[src/rtl/matrix_pkg.sv]
// Shared types and constants for the matrix stream loader: FSM state encoding,
// default matrix geometry and the flattened-bus element offset helper.
package matrix_pkg;

  localparam int MAT_N = 3;
  localparam int MAT_W = 8;
  localparam int NN    = MAT_N * MAT_N;
  localparam int IDX_W = $clog2(NN);

  typedef enum logic [1:0] {
    LOAD  = 2'd0,
    DRAIN = 2'd1,
    CHECK = 2'd2,
    WAIT  = 2'd3
  } state_e;

  function automatic int elem_lsb(input int r, input int c);
    return MAT_W * (r * MAT_N + c);
  endfunction

endpackage

[src/rtl/matrix_stream_loader_if.sv]
// Valid/ready element stream into the loader; master is the upstream producer.
interface matrix_stream_loader_if #(
  parameter int W = 8
) ();

  logic         s_valid;
  logic         s_ready;
  logic [W-1:0] s_data;
  logic         s_last;

  modport master (output s_valid, output s_data, output s_last, input s_ready);
  modport slave  (input s_valid, input s_data, input s_last, output s_ready);

endinterface

[src/rtl/sym_check.sv]
// Combinational symmetry test on a flattened row-major N*N matrix.
module sym_check #(
  parameter int N = 3,
  parameter int W = 8
) (
  input  logic [W*N*N-1:0] matrix,
  output logic             is_sym
);

  // Compare every upper-triangle element against its mirror.
  always_comb begin
    is_sym = 1'b1;
    for (int r = 0; r < N; r++) begin
      for (int c = r + 1; c < N; c++) begin
        if (matrix[W*(r*N+c) +: W] != matrix[W*(c*N+r) +: W]) begin
          is_sym = 1'b0;
        end else begin
          is_sym = is_sym;
        end
      end
    end
  end

endmodule

[src/rtl/matrix_stream_loader.sv]
// Deserialises an element stream into a flattened N*N matrix, checks framing and
// symmetry, then issues start and holds the matrix until the pipeline reports done.
module matrix_stream_loader
  import matrix_pkg::*;
#(
  parameter int N = MAT_N,
  parameter int W = MAT_W
) (
  input  logic                 clk,
  input  logic                 rst_n,
  matrix_stream_loader_if.slave s,
  output logic [W*N*N-1:0]     matrix_out,
  output logic                 start,
  input  logic                 done_in,
  output logic                 busy,
  output logic                 frame_err,
  output logic                 sym_err
);

  localparam int FRAME_LEN = N * N;
  localparam int CNT_W     = $clog2(FRAME_LEN);
  localparam logic [CNT_W-1:0] LAST_IDX = CNT_W'(FRAME_LEN - 1);

  state_e             state_q, state_d;
  logic [CNT_W-1:0]   idx_q, idx_d;
  logic [W*N*N-1:0]   mat_q, mat_d;
  logic               done_q, done_d;
  logic               init_q, init_d;
  logic               start_q, start_d;
  logic               busy_q, busy_d;
  logic               ferr_q, ferr_d;
  logic               serr_q, serr_d;
  logic               ready_s;
  logic               beat_s;
  logic               is_sym_s;

  // init_q keeps s_ready low until the first edge after reset release.
  assign ready_s    = init_q & ((state_q == LOAD) | (state_q == DRAIN));
  assign beat_s     = s.s_valid & ready_s;
  assign s.s_ready  = ready_s;
  assign matrix_out = mat_q;
  assign start      = start_q;
  assign busy       = busy_q;
  assign frame_err  = ferr_q;
  assign sym_err    = serr_q;

  sym_check #(.N(N), .W(W)) u_sym_check (
    .matrix (mat_q),
    .is_sym (is_sym_s)
  );

  // Next-state logic for the loader FSM, slot counter, matrix and pulses.
  always_comb begin
    state_d = state_q;
    idx_d   = idx_q;
    mat_d   = mat_q;
    done_d  = done_in;
    init_d  = 1'b1;
    start_d = 1'b0;
    busy_d  = busy_q;
    ferr_d  = 1'b0;
    serr_d  = 1'b0;
    case (state_q)
      LOAD: begin
        if (beat_s) begin
          for (int k = 0; k < FRAME_LEN; k++) begin
            if (idx_q == CNT_W'(k)) begin
              mat_d[k*W +: W] = s.s_data;
            end else begin
              mat_d[k*W +: W] = mat_d[k*W +: W];
            end
          end
          if (idx_q == LAST_IDX) begin
            idx_d = {CNT_W{1'b0}};
            if (s.s_last) begin
              state_d = CHECK;
            end else begin
              ferr_d  = 1'b1;
              state_d = DRAIN;
            end
          end else if (s.s_last) begin
            // Early last: partial frame is abandoned, loaded slots stay as written.
            ferr_d = 1'b1;
            idx_d  = {CNT_W{1'b0}};
          end else begin
            idx_d = idx_q + CNT_W'(1);
          end
        end else begin
          idx_d = idx_q;
        end
      end
      DRAIN: begin
        if (beat_s && s.s_last) begin
          state_d = LOAD;
        end else begin
          state_d = DRAIN;
        end
      end
      CHECK: begin
        if (is_sym_s) begin
          start_d = 1'b1;
          busy_d  = 1'b1;
          state_d = WAIT;
        end else begin
          serr_d  = 1'b1;
          state_d = LOAD;
        end
      end
      WAIT: begin
        // Only a fresh 0->1 transition of done_in releases the matrix.
        if (done_in && !done_q) begin
          busy_d  = 1'b0;
          state_d = LOAD;
        end else begin
          state_d = WAIT;
        end
      end
      default: begin
        state_d = LOAD;
        idx_d   = {CNT_W{1'b0}};
      end
    endcase
  end

  // State and output registers with asynchronous reset.
  always_ff @(posedge clk or negedge rst_n) begin
    if (!rst_n) begin
      state_q <= LOAD;
      idx_q   <= {CNT_W{1'b0}};
      mat_q   <= {(W*N*N){1'b0}};
      done_q  <= 1'b0;
      init_q  <= 1'b0;
      start_q <= 1'b0;
      busy_q  <= 1'b0;
      ferr_q  <= 1'b0;
      serr_q  <= 1'b0;
    end else begin
      state_q <= state_d;
      idx_q   <= idx_d;
      mat_q   <= mat_d;
      done_q  <= done_d;
      init_q  <= init_d;
      start_q <= start_d;
      busy_q  <= busy_d;
      ferr_q  <= ferr_d;
      serr_q  <= serr_d;
    end
  end

endmodule

[src/flat_wrapper.sv]
// flat-port wrapper written by rule: the top's interface ports become plain ports
module matrix_stream_loader_flat import matrix_pkg::*;
#(
  parameter int N = MAT_N,
  parameter int W = MAT_W
)
  (clk, rst_n, matrix_out, start, done_in, busy, frame_err, sym_err, s_s_valid, s_s_data, s_s_last, s_s_ready);
  matrix_stream_loader_if #(.W(W)) s_i ();
  input  logic clk;
  input  logic rst_n;
  output logic [W*N*N-1:0] matrix_out;
  output logic start;
  input  logic done_in;
  output logic busy;
  output logic frame_err;
  output logic sym_err;
  input wire logic [$bits(s_i.s_valid)-1:0] s_s_valid;
  input wire logic [$bits(s_i.s_data)-1:0] s_s_data;
  input wire logic [$bits(s_i.s_last)-1:0] s_s_last;
  output wire logic [$bits(s_i.s_ready)-1:0] s_s_ready;
  assign s_i.s_valid = s_s_valid;
  assign s_i.s_data = s_s_data;
  assign s_i.s_last = s_s_last;
  assign s_s_ready = s_i.s_ready;
  matrix_stream_loader #(.N(N), .W(W)) u_core (.clk(clk), .rst_n(rst_n), .s(s_i), .matrix_out(matrix_out), .start(start), .done_in(done_in), .busy(busy), .frame_err(frame_err), .sym_err(sym_err));
endmodule
[config.mk]
export PLATFORM = sky130hd
export DESIGN_NAME = matrix_stream_loader_flat
export DESIGN_NICKNAME = d
export VERILOG_FILES = /design/src/rtl/matrix_pkg.sv /design/src/rtl/matrix_stream_loader_if.sv /design/src/rtl/sym_check.sv /design/src/rtl/matrix_stream_loader.sv /design/src/flat_wrapper.sv
export SDC_FILE = /design/constraint.sdc
export NUM_CORES = 1
export LEC_CHECK = 0
export ABC_AREA = 0
export CORE_MARGIN = 4
export CORE_UTILIZATION = 49
export CTS_CLUSTER_DIAMETER = 50
export DETAILED_ROUTE_END_ITERATION = 10
export PLACE_DENSITY = 0.86
export SETUP_SLACK_MARGIN = 0.02
export SLEW_MARGIN = 20
export SYNTH_ARGS = -nofsm -noshare
export SYNTH_HDL_FRONTEND = slang
export SYNTH_SLANG_ARGS = --single-unit
[constraint.sdc]
create_clock -name clk -period 2.6 [get_ports clk]
set_clock_uncertainty 0.2 [all_clocks]
set_input_delay 0.26 -clock clk [delete_from_list [all_inputs] [get_ports clk]]
set_output_delay 0.26 -clock clk [all_outputs]
set_load 0.05 [all_outputs]
==> results.cfg <==
[critical_path]
slowest_stage = clkdlybuf4s50_1
cpPeakStageDelay_ps = 810
crit_arrival_ps = 1710
path_depth = 2
critPathRequiredTime_ps = 2140
crit_family = buffers and inverters
path_max_fanout = 5
crit_buf_inv = 1
reg2regPathDepth = 5
worstSetupPathType = register to output port
crit_chain = nor2b_1, clkdlybuf4s50_1
critPathLaunchType = register
worstSetupEndpointType = output port

[placement]
gp_congestion = 0.813
port_buffers = 89
placed_area_um2 = 4600
dp_hpwl_mm = 6.17

[clock_tree]
cts_buffer_depth = 2
cts_tree = built
htree_levels = 3
clk_latency_ps = 340
cts.clk_slew.worst_paths_ps = 90
root_buffer = clkbuf_8
cts_setup_buffers = 0
cts_sinks = 84
cts_buffers = 9

[timing]
fin_setup_tns_ps = 0
worst_pin_slew_ps = 534
rsz0062_at_grt = false
timing.fmax_mhz = 462
maxSlewViolCount = 0
setup_viol = 0
relSlewSlack_pct = 64.3
final_hold_viol_count = 0
min_period_ps = 2170
period_share_pct = 83.3

[layout]
mostFrequentLayoutCells = clkdlybuf4s50_1, dfrtp_1, mux2_2
final_area_um2 = 4840
nNetsFinal = 369
utilization_pct = 69.6
diodes = 0
layout-drive-gt1-share_pct = 28.0
final_common_cell = clkdlybuf4s50_1
synthToLayoutAreaGrowth_pct = 35.0

[die]
io_pins = 90
die_area_um2 = 8740
die_y_um = 93.5
die_x_um = 93.5
fp.coreArea_um2 = 6940
fp-row-count = 30
start_util_pct = 51.6

[global_routing]
grt.total_usage_pct = 20.6
grt-ovfl-total = 0
grt_antenna_before_repair = 0
grt_pass1_wl_mm = 13.6
first_global_vias = 2586
grt_max_degree = 44

[hold_path]
hold_depth = 1
min_path_type = input port to register

[routing]
drtPass1Iterations = 4
ant_nets = 0
drt_iter0_drc = 82
via_count = 2401
drc = 0
wire_per_inst_um = 18.8
finalWirelength_mm = 8.52
viasPerCell = 5.30

[run_status]
status = complete, no violations

[flow_run]
max_cap_viol_count = 0

[yosys]
postSynthCellCount = 253
ys_types = 31
yosys_warnings = 0
synth.cell_area_um2 = 3580
syn-num-nets = 270
syn_avg_cell_area_um2 = 14.2
yosysSeqAreaShare_pct = 58.7
ys_seq_elements = 84
[path summary, 6_finish.rpt]
kind / slack [ps] / start / to
max in group asynchronous: 1360 / rst_n / u_core.matrix_out[1]
min: 190 / done_in / u_core.done_q
max: 430 / u_core.state_q[1] / s_s_ready
min reg2reg: 310 / u_core.matrix_out[34] / u_core.matrix_out[34]
max reg2reg: 450 / u_core.state_q[1] / u_core.matrix_out[23]
min in group asynchronous: 230 / rst_n / u_core.done_q
[routing by layer]
layer | share of wire, % | routed length [um] | GRT usage [%] | vias to the layer above
li1 | - | - | - | 1082
met1 | 41 | 3510 | 24.9 | 1236
met2 | 51 | 4330 | 34.7 | 71
met3 | 6.4 | 547 | 7.96 | 12
met4 | 1.5 | 131 | 4.88 | 0
met5 | 0 | 0 | 0 | -
[state kept, by name, summed over array words and instances (netlist names)]
signal,flops
u_core.busy,1
u_core.done_q,1
u_core.frame_err,1
u_core.idx_q,4
u_core.init_q,1
u_core.matrix_out,72
u_core.start,1
u_core.state_q,2
u_core.sym_err,1
[cells in the mapped netlist]
library cell / number / area share, %
buf_2: 2 / 0.28
a21o_1: 1 / 0.21
xor2_1: 24 / 5.9
conb_1: 1 / 0.10
nor2b_1: 2 / 0.35
nor2_4: 1 / 0.31
nor4_1: 8 / 1.4
nand2_2: 4 / 0.70
inv_1: 4 / 0.42
mux2_1: 2 / 0.63
a311oi_1: 1 / 0.24
buf_4: 3 / 0.63
clkbuf_1: 2 / 0.21
or4_4: 1 / 0.31
nor2_1: 5 / 0.52
nand2b_1: 2 / 0.35
a21oi_1: 2 / 0.28
dfrtp_1: 84 / 59
ha_1: 4 / 1.4
nand2_1: 11 / 1.2
nor3_1: 3 / 0.42
mux2_2: 70 / 22
nand3_1: 2 / 0.28
nand3b_1: 1 / 0.21
nor4_4: 1 / 0.59
xnor2_1: 1 / 0.24
and3b_1: 1 / 0.24
nor3b_4: 1 / 0.52
and2_1: 3 / 0.52
o21ai_0: 4 / 0.56
a31oi_1: 2 / 0.35
[logic make-up (layout without fill, tap and decap cells)]
group | after synthesis | count (layout) | share of synthesized area (%)
other | 1 | 1 | 0.105
AND/OR/NAND/NOR | 46 | 46 | 7.89
multiplexers | 72 | 72 | 22.6
XOR/XNOR | 25 | 25 | 6.11
flip-flops | 84 | 84 | 58.7
buffers and inverters | 11 | 115 | 1.54
AO/OA/AOI/OAI | 10 | 10 | 1.64
adder cells (fa/ha/maj) | 4 | 4 | 1.40
[timing repair]
action / CTS / global route
endpoints found under the hold margin: 41 / 0
hold buffers: 1 / 0
setup endpoints to repair: 0 / 0
resized for setup: 0 / 0
[through the flow]
step | hold slack, ps | setup slack [ps] | cells
after floorplan | -236 | 568 | 253
after global placement | 73.1 | 277 | 436
after detailed placement | 72.3 | 195 | 436
after CTS | 180 | 407 | 453
after global routing | 173 | 299 | 453
final | 194 | 434 | 453
[layout make-up]
class,instances,area [um2]
fill,493,2110
sequential,84,2100
multi-input combinational,158,1430
timing repair buffer,95,948
clock buffer,10,138
tap,96,120
clock inverter,6,87.6
inverter,4,15.0
Power is left out: the tool's default activity adds up to more than one toggle a clock period on the data nets, which glitch-free logic cannot reach.
